### src/rtl/fp_div_sqrt_arbiter.sv
// Shares one FP div/sqrt unit between two issue ports: round-robin issue grant,
// an in-flight credit limit toward the unit, and owner-tagged writeback routing.
module fp_div_sqrt_arbiter #(
  parameter int ID_W         = 3,
  parameter int MAX_INFLIGHT = 12
) (
  input  logic            clk,
  input  logic            rst,
  input  logic [1:0]      req_valid,
  output logic [1:0]      req_ready,
  input  logic [1:0]      req_sqrt,
  input  logic [31:0]     req_rs1_0,
  input  logic [31:0]     req_rs1_1,
  input  logic [31:0]     req_rs2_0,
  input  logic [31:0]     req_rs2_1,
  input  logic [ID_W-1:0] req_id_0,
  input  logic [ID_W-1:0] req_id_1,
  output logic            unit_new_request,
  input  logic            unit_ready,
  output logic            unit_sqrt,
  output logic [31:0]     unit_rs1,
  output logic [31:0]     unit_rs2,
  output logic [ID_W:0]   unit_id,
  input  logic            unit_wb_done,
  input  logic [ID_W:0]   unit_wb_id,
  input  logic [31:0]     unit_wb_rd,
  output logic            unit_wb_ack,
  output logic [1:0]      wb_done,
  output logic [ID_W-1:0] wb_id,
  output logic [31:0]     wb_rd,
  input  logic [1:0]      wb_ack
);

  localparam logic [3:0] MAX_CNT = 4'(MAX_INFLIGHT);

  logic       last_grant_reg;
  logic [3:0] inflight_reg;
  logic [3:0] inflight_next;
  logic       any_valid;
  logic       both_valid;
  logic       grant;
  logic       can_issue;
  logic       owner;

  // A lone requester always wins; on a tie the one not served last time wins.
  always_comb begin
    any_valid  = |req_valid;
    both_valid = &req_valid;
    grant      = both_valid ? ~last_grant_reg : req_valid[1];
    can_issue  = unit_ready && (inflight_reg < MAX_CNT);
  end

  assign unit_new_request = can_issue && any_valid;

  // With no request, grant is 0, so the payload idles on requester 0.
  assign unit_sqrt = req_sqrt[grant];
  assign unit_rs1  = grant ? req_rs1_1 : req_rs1_0;
  assign unit_rs2  = grant ? req_rs2_1 : req_rs2_0;
  assign unit_id   = {grant, (grant ? req_id_1 : req_id_0)};

  assign owner       = unit_wb_id[ID_W];
  assign wb_id       = unit_wb_id[ID_W-1:0];
  assign wb_rd       = unit_wb_rd;
  assign unit_wb_ack = unit_wb_done && wb_ack[owner];

  generate
    for (genvar gi = 0; gi < 2; gi++) begin : g_port
      assign req_ready[gi] = can_issue && req_valid[gi] && (grant == 1'(gi));
      assign wb_done[gi]   = unit_wb_done && (owner == 1'(gi));
    end
  endgenerate

  // Simultaneous issue and acknowledge cancel; a credit freed at the limit is
  // only usable from the following cycle since can_issue looks at the register.
  always_comb begin
    inflight_next = inflight_reg;
    if (unit_new_request && !unit_wb_ack && (inflight_reg != MAX_CNT))
      inflight_next = inflight_reg + 4'd1;
    else if (unit_wb_ack && !unit_new_request && (inflight_reg != 4'd0))
      inflight_next = inflight_reg - 4'd1;
  end

  always_ff @(posedge clk) begin
    if (rst) begin
      last_grant_reg <= 1'b1;
      inflight_reg   <= 4'd0;
    end else begin
      if (unit_new_request)
        last_grant_reg <= grant;
      inflight_reg <= inflight_next;
    end
  end

endmodule

### config.mk
export PLATFORM = sky130hd
export DESIGN_NAME = fp_div_sqrt_arbiter
export DESIGN_NICKNAME = d
export VERILOG_FILES = /design/src/rtl/fp_div_sqrt_arbiter.sv
export SDC_FILE = /design/constraint.sdc
export NUM_CORES = 1
export LEC_CHECK = 0
export ABC_CLOCK_PERIOD_IN_PS = 3400
export CELL_PAD_IN_SITES_DETAIL_PLACEMENT = 0
export CELL_PAD_IN_SITES_GLOBAL_PLACEMENT = 1
export CORE_AREA = 2 2 115 117
export DETAILED_ROUTE_END_ITERATION = 10
export DIE_AREA = 0 0 117 119
export PLACE_DENSITY = 0.82
export SLEW_MARGIN = 20
export SYNTH_ARGS = -nofsm -noshare
export SYNTH_HDL_FRONTEND = slang
export SYNTH_SLANG_ARGS = --single-unit
### constraint.sdc
create_clock -name clk -period 3.4 [get_ports clk]
set_input_delay 0.51 -clock clk [delete_from_list [all_inputs] [get_ports clk]]
set_output_delay 0.51 -clock clk [all_outputs]
set_load 0.05 [all_outputs]
==> run_results.csv, run 1 <==
group,metric,value,unit
run_status,status,"completed",
die,fp.coreArea,12900,µm²
clock_tree,cts_buffers,3,
flow_run,maxCapViolCount,0,
clock_tree,clk_pin_slew,0.03,ns
pwr,clockPowerShare,17.8,%
yosys,synth.avg_cell_area,9.45,µm²
route,ant_nets,0,
die,die_y,119,µm
pwr,internal-power,0.596,mW
setup_path,slowest_stage,"clkdlybuf4s50_1",
yosys,synth_most_common_cell,"mux2_2",
yosys,netlist_area,1500,µm²
timing,holdWs,0.543,ns
layout,drive_above_1_share,38.2,%
setup_path,end_kind,"output pin",
placed_design,io_buffers,219,
global_route,grt_pass1_wl,10800,µm
pwr,ir_drop,0.000170,V
timing,finalHoldViolCount,0,
layout,largest_reg_flops,4,
route,dr.pass1.iters,4,
pwr,seq_power_share,7.9,%
hold_path,hold_class,"reg2reg",
clock_tree,cts_root_buf,"clkbuf_16",
yosys,synth_seq_area_share,6.66,%
setup_path,crit_buf_inv,3,
yosys,synth.distinct_cells,26,
timing,rsz0062_at_grt,"false",
layout,nFillCells,1381,
timing,drv_slew,0,
clock_tree,cts_sinks,5,
setup_path,crit_arrival,2.55,ns
global_route,grt_pass1_vias,1903,
die,num_rows,42,
setup_path,crit_chain,"clkdlybuf4s50_1, a21boi_4, buf_12, mux2_2, clkdlybuf4s50_1",
route,drt_iter0_drc,25,
clock_tree,cts_tree,"yes",
yosys,synth_area_leaders,"mux2_2 52%, buf_4 18%, dfxtp_1 6.7%, buf_2 2.3%, ha_1 1.7%",
setup_path,critPathLaunchType,"input port",
setup_path,critPathRequiredTime,2.89,ns
route,vias_per_cell,3.69,
placed_design,dpl.hpwl,7110,µm
setup_path,path_delay_family,"buffers and inverters",
yosys,synth-edff-count,0,
layout,fin_nets,524,
setup_path,crit_top_cell,"clkdlybuf4s50_1",
timing,setup_viol,0,
yosys,yosysWarnings,0,
die,io_pins,290,
timing,max_freq,327,MHz
global_route,grt_max_degree,44,
setup_path,max_stage_delay,0.71,ns
route,via_count,1902,
layout,area_growth,140,%
timing,finalCritPeriodShare,90.1,%
clock_tree,clock_latency,0.22,ns
route,routed_wl,8130,µm
layout,seq_area,100,µm²
pwr,switchingPower,0.480,mW
timing,tightest_slew,0.517,ns
yosys,synthFlopType,"dfxtp_1",
yosys,synth_common_cells,"70 x mux2_2, 36 x buf_4, 7 x buf_2, 6 x nor2_1, 5 x dfxtp_1",
setup_path,path_class,"in2out",
pwr,p_leak,1.42,nW
die,die_w,117,µm
clock_tree,cts-resized-gates,0,
pwr,power_density,299,nW/µm²
pwr,switching_share,44.6,%
yosys,syn_nets,342,
clock_tree,post-cts-setup-buffers,0,
die,dieArea,13900,µm²
yosys,synth_top_area_share,52.5,%
yosys,ys_seq_elements,5,
layout,multi_input_area,1090,µm²
layout,antenna_cells,0,
placed_design,place_congestion,0.787,
global_route,gr-total-overflow,0,
pwr,pwr-share-comb,74.2,%
timing,skew,0.000338,ns
yosys,yosys.area.top_type,"mux2_2",
route,drc,0,
yosys,ys_async_sr_fraction,0,%
yosys,netlist_instances,159,
clock_tree,ctsHoldBuffers,0,
timing,slew_headroom,65.4,%
clock_tree,cts_buffer_depth,2,
route,wl_per_cell,15.8,µm
global_route,grt_usage,10.2,%
die,start_util,11.7,%
timing,setup_tns,0,ns
setup_path,worstPathMaxFanout,43,
clock_tree,cts_max_level,1,
global_route,antenna_found_initial,0,
timing,fin_crit,3.06,ns
[area by class of cell]
class | instances | share of cell area, %
timing repair buffer | 221 | 58.4
multi-input combinational | 106 | 30.1
tap | 176 | 6.11
sequential | 5 | 2.78
clock buffer | 4 | 2.19
inverter | 4 | 0.417
[cells in the final DEF (no fill, tap or decap), types with 3 or more instances in the layout]
master / count
nor2_1: 6
buf_4: 48
inv_1: 4
nand2b_1: 3
mux2_2: 70
clkbuf_16: 3
nand2_1: 3
nor2b_1: 3
clkdlybuf4s50_1: 172
dfxtp_1: 5
[per-layer routing]
| layer | GRT usage [%] | part of all wire [%] |
|---|---|---|
| met5 | 0 | 0 |
| met4 | 0.882 | 0 |
| met3 | 3.05 | 11 |
| met2 | 17.4 | 46 |
| met1 | 13.0 | 43 |
[path summary, 6_finish.rpt]
path,from,end,slack [ns],cells after the start
worst max register to register,inflight_reg[2],inflight_reg[3],1.12,8
worst min-delay path,inflight_reg[1],inflight_reg[1],0.54,2
worst max-delay path,req_valid[1],unit_rs2[20],0.34,5
worst min register to register,inflight_reg[1],inflight_reg[1],0.54,2
[kinds of logic (layout without fill, tap and decap cells)]
family	count (synthesis)	after routing	share of synthesized area, %
xor gates and xnor gates	1	1	0.583
muxes	73	73	54.8
adders and majority gates	3	3	3.00
AOI/OAI and AO/OA	9	9	6.16
buffers and inverters	48	229	21.6
DFF	5	5	6.66
and+or+nand+nor	20	20	7.24
[through the flow]
| step | cell area [µm²] | power (mW) | utilization, % | worst slack (ns) | cells |
|---|---|---|---|---|---|
| CTS | 3600 | 1.09 | 28.0 | 0.332 | 516 |
| detailed placement | 3520 | 0.890 | 27.4 | 0.335 | 512 |
| global route | 3600 | 1.13 | 28.0 | 0.291 | 516 |
| floorplan | 1500 | 0.662 | - | 1.10 | 159 |
| finish | 3600 | 1.08 | 28.0 | 0.338 | 516 |
| global placement | 3520 | 0.885 | 27.4 | 0.351 | 512 |
[worst min-delay path: stages, from the launching register on]
cell and delay, ns:
dfxtp_1 0.34, nand2b_1 0.09, mux2i_1 0.06
[power by group through the flow]
stage / Combinational (mW) / Sequential [mW] / Clock, mW
3_5_place_dp: 0.804 / 0.0862 / 0
2_1_floorplan: 0.579 / 0.0831 / 0
3_3_place_gp: 0.799 / 0.0861 / 0
6_report: 0.799 / 0.0855 / 0.192
4_1_cts: 0.808 / 0.0855 / 0.196
5_1_grt: 0.837 / 0.0880 / 0.203
Note: power is estimated with default switching activity, not from simulation.
==> run 2, diff against run 1 <==
--- a/config.mk
+++ b/config.mk
@@ -8,9 +8,9 @@
 export ABC_CLOCK_PERIOD_IN_PS = 3400
 export CELL_PAD_IN_SITES_DETAIL_PLACEMENT = 0
 export CELL_PAD_IN_SITES_GLOBAL_PLACEMENT = 1
-export CORE_AREA = 2 2 115 117
+export CORE_AREA = 2 2 121 112
 export DETAILED_ROUTE_END_ITERATION = 10
-export DIE_AREA = 0 0 117 119
+export DIE_AREA = 0 0 123 114
 export PLACE_DENSITY = 0.82
 export SLEW_MARGIN = 20
 export SYNTH_ARGS = -nofsm -noshare
==> run 2 against run 1 <==
Non-clock buffer count grew 2. Wire length down 12%. Highest routed layer is now met4. First-iteration DRC count increased by 92%. Cell area decreased by 0.35%. Hold slack worse by 0.0032 ns. Maximum frequency up 1.1%. Clock power hardly changed.
==> run_results.csv, run 2 (synthesized netlist as in run 1, its figures left out) <==
group,metric,value,unit
run_status,status,"completed",
layout,drive_above_1_share,42.1,%
timing,finalHoldViolCount,0,
timing,drv_slew,0,
timing,slew_headroom,66.2,%
clock_tree,clk_pin_slew,0.03,ns
pwr,ir_drop,0.000167,V
layout,largest_reg_flops,4,
setup_path,crit_arrival,2.52,ns
timing,finalCritPeriodShare,89.1,%
global_route,grt_usage,8.54,%
global_route,grt_pass1_vias,1779,
setup_path,critPathRequiredTime,2.89,ns
layout,layout_commonest_cell,"clkdlybuf4s50_1",
timing,setup_tns,0,ns
setup_path,slowest_stage,"clkdlybuf4s50_1",
clock_tree,cts-resized-gates,0,
die,num_rows,40,
setup_path,crit_chain,"clkdlybuf4s50_1, a21boi_4, buf_4, mux2_2, clkdlybuf4s50_1",
route,via_count,1856,
layout,antenna_cells,0,
die,die_y,114,µm
clock_tree,cts_root_buf,"clkbuf_16",
route,drt_iter0_drc,48,
setup_path,crit_buf_inv,3,
clock_tree,post-cts-setup-buffers,0,
global_route,gr-total-overflow,0,
layout,nFillCells,1348,
flow_run,maxCapViolCount,0,
placed_design,place_area,3510,µm²
clock_tree,cts_tree,"yes",
layout,final_area,3590,µm²
setup_path,crit_top_cell,"clkdlybuf4s50_1",
placed_design,io_buffers,219,
timing,skew,0.00106,ns
setup_path,path_delay_family,"buffers and inverters",
timing,setup_viol,0,
global_route,grt_max_degree,49,
clock_tree,ctsHoldBuffers,0,
clock_tree,cts_sinks,5,
route,wl_per_cell,14.0,µm
timing,rsz0062_at_grt,"false",
pwr,p_leak,1.45,nW
timing,tightest_slew,0.505,ns
global_route,grt_pass1_wl,9190,µm
layout,final_cell_mix,"160 x clkdlybuf4s50_1, 70 x mux2_2, 61 x buf_4",
clock_tree,cts_buffers,3,
timing,max_freq,330,MHz
clock_tree,cts_buffer_depth,2,
setup_path,path_class,"in2out",
die,start_util,11.6,%
pwr,power_density,297,nW/µm²
hold_path,hold_class,"reg2reg",
die,dieArea,14000,µm²
die,io_pins,290,
die,fp.coreArea,12900,µm²
timing,fin_crit,3.03,ns
setup_path,end_kind,"output pin",
layout,post-route-util,27.8,%
global_route,antenna_found_initial,0,
route,drc,0,
route,ant_nets,0,
route,vias_per_cell,3.64,
setup_path,critPathLaunchType,"input port",
setup_path,max_stage_delay,0.70,ns
layout,area_growth,139,%
die,die_w,123,µm
route,routed_wl,7140,µm
clock_tree,clock_latency,0.22,ns
placed_design,place_congestion,0.730,
clock_tree,cts_max_level,1,
route,dr.pass1.iters,4,
layout,fin_nets,526,
timing,setup_ws,0.371,ns
placed_design,dpl.hpwl,6180,µm
setup_path,worstPathMaxFanout,14,
placed_design,post-place-ws,0.361,ns
-- run 2: changes by cell type in the layout (fill, tap and decap cells not counted), sizes merged --
cell           before  now
buf                49   63
clkdlybuf4s50     172  160
-- run 2: final cells by class --
| class | instances | area [µm²] | share of cell area, % |
|---|---|---|---|
| repair buffers | 223 | 2100 | 58.5 |
| multi-input cells | 106 | 1090 | 30.3 |
| well taps | 168 | 210 | 5.86 |
| flip-flops and latches | 5 | 100 | 2.79 |
| clock buffers | 4 | 78.8 | 2.20 |
| inverters | 4 | 15.0 | 0.418 |
-- run 2: path summary, 6_finish.rpt --
path / slack, ns / from / endpoint / cells after the start
worst min-delay path: 0.54 / inflight_reg[1] / inflight_reg[1] / 2
worst max-delay path: 0.37 / req_valid[1] / unit_rs1[25] / 5
worst max register to register: 1.14 / inflight_reg[2] / inflight_reg[3] / 8
worst min register to register: 0.54 / inflight_reg[1] / inflight_reg[1] / 2
-- run 2: through the flow --
stage | hold slack, ns | total power [mW] | instances
detailed placement | 0.546 | 0.878 | 506
global placement | 0.523 | 0.872 | 506
global route | 0.573 | 1.11 | 510
CTS | 0.550 | 1.08 | 510
finish | 0.540 | 1.07 | 510
floorplan | 0.481 | 0.662 | 159
-- run 2: per-layer routing --
layer / global-route usage (%) / share of wire, % / wire length, µm
met3: 2.45 / 12 / 883
met2: 16.8 / 52 / 3720
met4: 1.89 / 0.64 / 46
met5: 0 / 0 / 0
met1: 8.79 / 35 / 2490
-- run 2: tightest hold or removal path: stages, from the launching register on --
cell	delay (ns)
dfxtp_1	0.34
nand2b_1	0.08
mux2i_1	0.06
-- run 2: where the power goes --
| group | total, mW | switching, mW | internal [mW] | leakage [nW] |
|---|---|---|---|---|
| clock network | 0.190 | 0.0348 | 0.155 | 0.0382 |
| registers | 0.0865 | 0.0155 | 0.0710 | 0.0413 |
| logic | 0.789 | 0.419 | 0.370 | 1.37 |
